--- config.mk ---
export PLATFORM = sky130hd
export DESIGN_NAME = counter_array
export DESIGN_NICKNAME = d
export VERILOG_FILES = /design/src/rtl/counter_array_pkg.sv /design/src/rtl/counter_array_cell.sv /design/src/rtl/counter_array.sv
export SDC_FILE = /design/constraint.sdc
export NUM_CORES = 1
export LEC_CHECK = 0
export CORE_MARGIN = 3
export CORE_UTILIZATION = 35
export DETAILED_ROUTE_END_ITERATION = 10
export PLACE_DENSITY = 0.6
export RECOVER_POWER = 100
export SETUP_SLACK_MARGIN = 0.02
export SYNTH_ARGS = -nofsm -noshare
export SYNTH_HDL_FRONTEND = slang
export SYNTH_SLANG_ARGS = --single-unit
--- constraint.sdc ---
create_clock -name clk -period 4.1 [get_ports clk]
set_input_delay 0.82 -clock clk [delete_from_list [all_inputs] [get_ports clk]]
set_output_delay 0.82 -clock clk [all_outputs]
set_load 0.02 [all_outputs]
--- src/rtl/counter_array_pkg.sv ---
// counter_array_pkg: shared sizing constants and types for the counter bank
package counter_array_pkg;
   localparam int N_CNT = 8;
   localparam int CNT_W = 5;
   localparam int ADDR_W = $clog2(N_CNT);
   typedef logic [CNT_W-1:0] cnt_t;
   typedef logic [ADDR_W-1:0] addr_t;
endpackage

--- src/rtl/counter_array_cell.sv ---
// counter_array_cell: one saturating up/down counter register
module counter_array_cell
   import counter_array_pkg::*;
(
   input  logic clk,
   input  logic rst,
   input  logic inc,
   input  logic dec,
   output cnt_t value
);
   // step up or down only when exactly one request is present and the limit is not yet reached
   always_ff @(posedge clk) begin
      if (rst) value <= '0;
      else if (inc && !dec && value != '1) value <= value + CNT_W'(1);
      else if (dec && !inc && value != '0) value <= value - CNT_W'(1);
   end
endmodule

--- src/rtl/counter_array.sv ---
// counter_array: bank of independent saturating up/down counters with shared inc/dec ports
module counter_array
   import counter_array_pkg::*;
(
   input  logic              clk,
   input  logic              rst,
   input  logic              incr,
   input  logic [ADDR_W-1:0] incr_addr,
   input  logic              decr,
   input  logic [ADDR_W-1:0] decr_addr,
   output logic [CNT_W-1:0]  cnt [0:N_CNT-1]
);
   logic [N_CNT-1:0] inc_vec;
   logic [N_CNT-1:0] dec_vec;
   // one-hot decode of both strobes; an address with no matching counter selects nothing
   always_comb begin
      inc_vec = '0;
      dec_vec = '0;
      for (int i = 0; i < N_CNT; i++) begin
         inc_vec[i] = incr && incr_addr == ADDR_W'(i);
         dec_vec[i] = decr && decr_addr == ADDR_W'(i);
      end
   end
   for (genvar g = 0; g < N_CNT; g++) begin : g_cell
      counter_array_cell u_cell (
         .clk   (clk),
         .rst   (rst),
         .inc   (inc_vec[g]),
         .dec   (dec_vec[g]),
         .value (cnt[g])
      );
   end
endmodule

==> flow_summary_export.csv, run 1 <==
group,metric,value,unit
synthesis,synth-async-reset-ratio,0,%
setup_path,path_delay_family,"simple AND/OR/NAND/NOR gates",
global_routing,grt_pass1_wl,13700,um
clocking,clk_latency,0.29,ns
clocking,cts_buffers,5,
global_routing,grt_max_degree,29,
global_routing,overflow,0,
synthesis,yosys.area_share.adder,13.9,%
routing,antenna_left,0,
synthesis,synth-edff-count,0,
synthesis,synth-simple-area-share,30.2,%
pwr,leakage,0.00159,uW
timing,hold_viol_final,0,
layout,fin_area,0.00398,mm^2
routing,drt_iter0_markers,214,
placement,dp_cells,536,
timing,timing.final.crit_share,85.9,%
routing,drc,0,
synthesis,yosys.cell_types.count,46,
synthesis,muxShareOfSynthArea,2.46,%
synthesis,synth_area_leaders,"dfxtp_1, ha_1, a21oi_1, fa_1, nand3_1",
worst_hold_path,hold_end,"g_cell[1].u_cell.value[3]",
layout,regMostFlops,"g_cell.u_cell.value",
die,die_h,103,um
worst_hold_path,hp-start,"g_cell[1].u_cell.value[3]",
die,dieWidth,103,um
setup_path,crit_chain,"dlygate4sd3_1 -> and4b_1 -> o211ai_1 -> inv_1 -> fa_1 -> nand2b_1 -> a21oi_1 -> nor4bb_1 -> or4_1",
run_status,outcome,"finished clean",
routing,vias,3226,
die,boundaryPins,50,
layout,final_util,44.6,%
setup_path,cp_num_buf_inv,2,
die,initial_core_util,37.0,%
synthesis,ys_ff_latch,40,
setup_path,reg2regPathDepth,8,
layout,nNetsFinal,477,
synthesis,synth_commonest_cells,"dfxtp_1, a21oi_1, nand3_1, nor3_1, ha_1",
routing,routed_wirelength,8280,um
timing,min_period,3.52,ns
setup_path,worst-r2r-setup-slack,1.36,ns
timing,fmax,284,MHz
clocking,ctsHoldBuffers,0,
global_routing,grt_usage,15.6,%
synthesis,yosys.area.top_type,"dfxtp_1",
pwr,vdd.ir_drop.worst,0.000132,V
synthesis,synth.net_count,430,
routing,firstDrtPassIters,4,
clocking,h-tree-depth,2,
timing,fin_worst_skew,0.00568,ns
clocking,cts_max_path_buffers,2,
layout,drive_gt1_share,5.73,%
timing,finalSetupViolCount,0,
placement,dp_hpwl,6170,um
worst_hold_path,hp-class,"flop to flop",
placement,numPortBuffers,49,
synthesis,ys.flop_type,"dfxtp_1",
synthesis,synth_xor_xnor_area_share,2.12,%
synthesis,avgSynthCellArea,8.52,um^2
synthesis,yosysMostFrequentCell,"dfxtp_1",
setup_path,regToRegStartpoint,"g_cell[3].u_cell.value[4]",
die,row_count,34,
setup_path,cp-start-kind,"primary input",
clocking,cts_resized,0,
setup_path,cpMaxStageDelayCell,"dlygate4sd3_1",
global_routing,antenna_found_initial,0,
routing,avgRoutedWirePerCell,15.2,um
timing,relSlewSlack,52.7,%
layout,area_growth,20.5,%
timing,slew_violations,0,
routing,drt-vias-per-instance,5.93,
clocking,clk_pin_slew,0.08,ns
timing,worstMarginPinSlew,0.707,ns
setup_path,worstPathMaxFanout,15,
setup_path,worstSetupPathType,"primary input to flop",
synthesis,ys_seq_area_share,24.2,%
placement,finalWeightedCongestion,0.861,
synthesis,synth_top_area_share,24.2,%
layout,reg_top3,"g_cell.u_cell.value: 40 flops",
layout,diodes,0,
setup_path,cpPeakStageDelay,0.79,ns
layout,largest_register_ffs,40,
synthesis,synth_top_family_by_area,"simple AND/OR/NAND/NOR gates",
layout,stdcell_count,544,
placement,place_area,0.00390,mm^2
die,die_area,0.0107,mm^2
pwr,power_density,246,mW/mm^2
synthesis,syn_area,0.00331,mm^2
clocking,cts_sinks,40,
synthesis,yosysWarningCount,0,
clocking,cts_root_buf,"clkbuf_8",
die,core,0.00893,mm^2
setup_path,cp-end-kind,"flop",
clocking,cts_setup_buffers,0,
synthesis,synth_compound_area_share,24.3,%
setup_path,crit_required,4.26,ns
timing,finalSetupTns,0,ns
global_routing,grt_pass1_vias,2949,
synthesis,synth_cells,388,
run,maxCapViolCount,0,
clocking,cts_tree,"yes",
worst_hold_path,holdPathStages,2,
setup_path,rr_endpoint,"g_cell[3].u_cell.value[4]",
setup_path,crit_arrival,3.69,ns
timing,rsz0062_at_grt,"false",
stage by stage:
step	setup slack, ns	total power (uW)	hold slack, ns
after floorplan	1.46	636	0.576
after global placement	0.550	718	0.513
after CTS	0.801	1000	0.526
after global routing	0.353	1040	0.545
final	0.579	980	0.521
after detailed placement	0.484	726	0.515
worst reg2reg max path, delay by kind of cell (launching register included):
kind	cells	cell delay [ns]
AOI/OAI and AO/OA	2	0.83
adders and majority gates	1	0.42
and+or+nand+nor	4	0.83
DFF	1	0.43
buffers and inverters	1	0.12
cell families (layout without fill, tap and decap cells):
logic type,Yosys count,after routing
AO/OA/AOI/OAI,118,118
XOR/XNOR,8,8
adder cells (fa/ha/maj),32,32
buffers and inverters,24,72
flip-flops,40,40
AND/OR/NAND/NOR,158,158
multiplexers,8,8
cell type report:
type | count | area [um^2]
Clock buffer | 8 | 90.1
Fill cell | 918 | 4950
Inverter | 11 | 41.3
Multi-Input combinational cell | 324 | 2400
Sequential cell | 40 | 801
Tap cell | 108 | 135
Timing Repair Buffer | 53 | 515
cells in the final DEF (no fill, tap or decap), drive strengths merged, types with 8 or more instances in the layout:
cell type	Yosys	routed
a21oi	36	36
dlygate4sd3	0	43
o211ai	8	8
o211a	14	14
a21boi	8	8
nand2	15	15
inv	11	11
nand2b	8	8
or4	8	8
nor2	20	20
nand3	29	29
o21ai	16	16
xor2	8	8
a211oi	11	11
ha	24	24
clkbuf	8	8
nor3	29	29
dfxtp	40	40
nand4	9	9
fa	8	8
layer usage:
layer  vias to the layer above  global-route usage [%]  share of wire (%)
li1                       1630                       -                  -
met1                      1530                    22.1                 50
met2                        54                    24.3                 45
met3                        12                    3.29                4.2
met4                         0                    3.59                1.4
met5                         -                       0                  0
how the worst max path moves through the flow:
stage                 start  slack [ns]                   endpoint  cells after the start
2_1_floorplan  incr_addr[0]        1.46  g_cell[0].u_cell.value[4]                      9
3_3_place_gp   decr_addr[2]        0.55  g_cell[3].u_cell.value[4]                      9
3_5_place_dp   decr_addr[2]        0.48  g_cell[3].u_cell.value[4]                      9
4_1_cts        decr_addr[2]        0.80  g_cell[3].u_cell.value[4]                      9
5_1_grt        decr_addr[2]        0.35  g_cell[3].u_cell.value[4]                      9
6_report       incr_addr[2]        0.58  g_cell[3].u_cell.value[4]                      9
report_power, final:
group | internal [uW] | total (uW) | switching [uW] | leakage (uW)
registers | 408 | 439 | 31.5 | 0.000325
clock network | 137 | 273 | 136 | 0.0000455
logic | 120 | 268 | 149 | 0.00122
Note: power is estimated with default switching activity, not from simulation.
==> inputs of run 2 (changes only) <==
--- a/config.mk
+++ b/config.mk
@@ -5,6 +5,7 @@
 export SDC_FILE = /design/constraint.sdc
 export NUM_CORES = 1
 export LEC_CHECK = 0
+export ABC_AREA = 0
 export CORE_MARGIN = 3
 export CORE_UTILIZATION = 35
 export DETAILED_ROUTE_END_ITERATION = 10
==> results of run 2 <==
The final DEF is identical to that of run 1; final timing and power are the same.
==> inputs of run 3 (changes only) <==
--- a/config.mk
+++ b/config.mk
@@ -9,6 +9,7 @@
 export CORE_MARGIN = 3
 export CORE_UTILIZATION = 35
 export DETAILED_ROUTE_END_ITERATION = 10
+export GPL_TIMING_DRIVEN = 0
 export PLACE_DENSITY = 0.6
 export RECOVER_POWER = 100
 export SETUP_SLACK_MARGIN = 0.02
==> run 3 against run 2 <==
Effect of this change:
- register-to-register slack hardly changed
- largest power group unchanged
- cell count is 1.7% higher
- clock-buffer cell count stayed put
- combinational power up 3%
- wire length increased by 7.2%
- fmax increased by 0.65%
- non-clock buffer count up 9
- largest cell class unchanged
- sequential power about the same
- die area stayed put
- first-iteration DRC count fell by 39%
- power rose by 1.4%
==> flow_summary_export.csv, run 3 (same netlist as run 1, synthesis figures left out) <==
group,metric,value,unit
clocking,h-tree-depth,2,
placement,finalWeightedCongestion,0.812,
pwr,vdd.ir_drop.worst,0.000106,V
setup_path,worstSetupPathType,"primary input to flop",
clocking,clk_pin_slew,0.08,ns
clocking,cts_sinks,40,
layout,largest_register_ffs,40,
layout,area_growth,21.3,%
setup_path,reg2regPathDepth,8,
routing,drt-vias-per-instance,5.95,
layout,drive_gt1_share,5.84,%
placement,dp_hpwl,6610,um
die,die_area,0.0107,mm^2
timing,finalSetupViolCount,0,
layout,fin_area,0.00401,mm^2
timing,relSlewSlack,51.7,%
run,maxCapViolCount,0,
setup_path,crit_path_start,"incr",
placement,dp_worst_setup_slack,0.511,ns
die,core,0.00893,mm^2
layout,diodes,0,
layout,layout_common_cells,"dlygate4sd3_1, dfxtp_1, a21oi_1",
routing,routed_wirelength,8870,um
global_routing,grt_usage,16.9,%
routing,drc,0,
clocking,clk_latency,0.29,ns
timing,timing.final.crit_share,85.3,%
setup_path,worst-r2r-setup-slack,1.35,ns
routing,avgRoutedWirePerCell,16.0,um
timing,min_period,3.50,ns
global_routing,grt_max_degree,12,
timing,rsz0062_at_grt,"false",
die,initial_core_util,37.0,%
timing,finalSetupTns,0,ns
setup_path,crit_required,4.26,ns
timing,fmax,286,MHz
routing,firstDrtPassIters,5,
die,die_h,103,um
routing,drt_iter0_markers,131,
setup_path,worstPathMaxFanout,10,
timing,slew_violations,0,
layout,nFillCells,913,
timing,hold_viol_final,0,
routing,antenna_left,0,
clocking,cts_root_buf,"clkbuf_8",
setup_path,rr_endpoint,"g_cell[3].u_cell.value[4]",
setup_path,cp-end-kind,"flop",
die,boundaryPins,50,
die,dieWidth,103,um
global_routing,grt_pass1_wl,14700,um
clocking,cts_setup_buffers,0,
worst_hold_path,hold_end,"g_cell[6].u_cell.value[3]",
worst_hold_path,hp-class,"flop to flop",
run_status,outcome,"finished clean",
setup_path,regToRegStartpoint,"g_cell[3].u_cell.value[4]",
global_routing,grt_pass1_vias,3135,
worst_hold_path,hp-start,"g_cell[6].u_cell.value[3]",
clocking,cts_tree,"yes",
clocking,cts_resized,0,
global_routing,antenna_found_initial,0,
timing,setup_ws,0.602,ns
layout,regMostFlops,"g_cell.u_cell.value",
layout,reg_top3,"g_cell.u_cell.value: 40 flops",
pwr,leakage,0.00158,uW
timing,worstMarginPinSlew,0.721,ns
global_routing,overflow,0,
clocking,ctsHoldBuffers,0,
routing,vias,3289,
clocking,cts_buffers,5,
layout,final_util,44.9,%
pwr,power_density,248,mW/mm^2
timing,fin_worst_skew,0.00402,ns
placement,place_area,0.00393,mm^2
worst_hold_path,holdPathStages,2,
setup_path,cp-start-kind,"primary input",
layout,nNetsFinal,486,
setup_path,crit_arrival,3.66,ns
clocking,cts_max_path_buffers,2,
placement,numPortBuffers,49,
die,row_count,34,
layout,final_common_cell,"dlygate4sd3_1",
## run 3: cell type report
class                      instances  area (um^2)  area share, %
multi-input combinational        324         2400           59.8
sequential                        40          801           20.0
timing repair buffer              49          490           12.2
tap                              108          135           3.37
clock buffer                       8         90.1           2.25
buffer                            13         53.8           1.34
inverter                          11         41.3           1.03
## run 3: worst max-delay path: stages
cell           delay, ns
dlygate4sd3_1       0.64
clkbuf_1            0.33
nor4bb_1            0.31
o211a_2             0.33
inv_1               0.16
ha_1                0.35
a21oi_1             0.29
a21boi_0            0.14
mux2i_1             0.14
o311ai_0            0.13
## run 3: worst max-delay path by stage
stage	to	cells after the start
after global placement	g_cell[0].u_cell.value[4]	10
after detailed placement	g_cell[7].u_cell.value[4]	10
after floorplan	g_cell[0].u_cell.value[4]	9
after CTS	g_cell[6].u_cell.value[4]	10
after global routing	g_cell[0].u_cell.value[4]	10
final	g_cell[4].u_cell.value[4]	10
## run 3: metrics by stage
step / hold WS (ns) / cells / total power [uW]
after global placement: 0.521 / 545 / 723
after CTS: 0.541 / 553 / 1020
after floorplan: 0.576 / 388 / 636
after detailed placement: 0.529 / 545 / 733
final: 0.534 / 553 / 994
after global routing: 0.581 / 553 / 1050
## run 3: metal layers
layer	wire length, um	GRT usage (%)	part of all wire, %	up-vias
met4	113	5.38	1.3	0
met5	0	0	0	-
met1	4180	22.4	47	1560
li1	-	-	-	1649
met2	4270	27.9	48	66
met3	307	3.15	3.5	14
## run 3: power by group
group	switching (uW)	internal, uW
sequential	31.4	407
clock	143	138
combinational	154	121
total	328	666
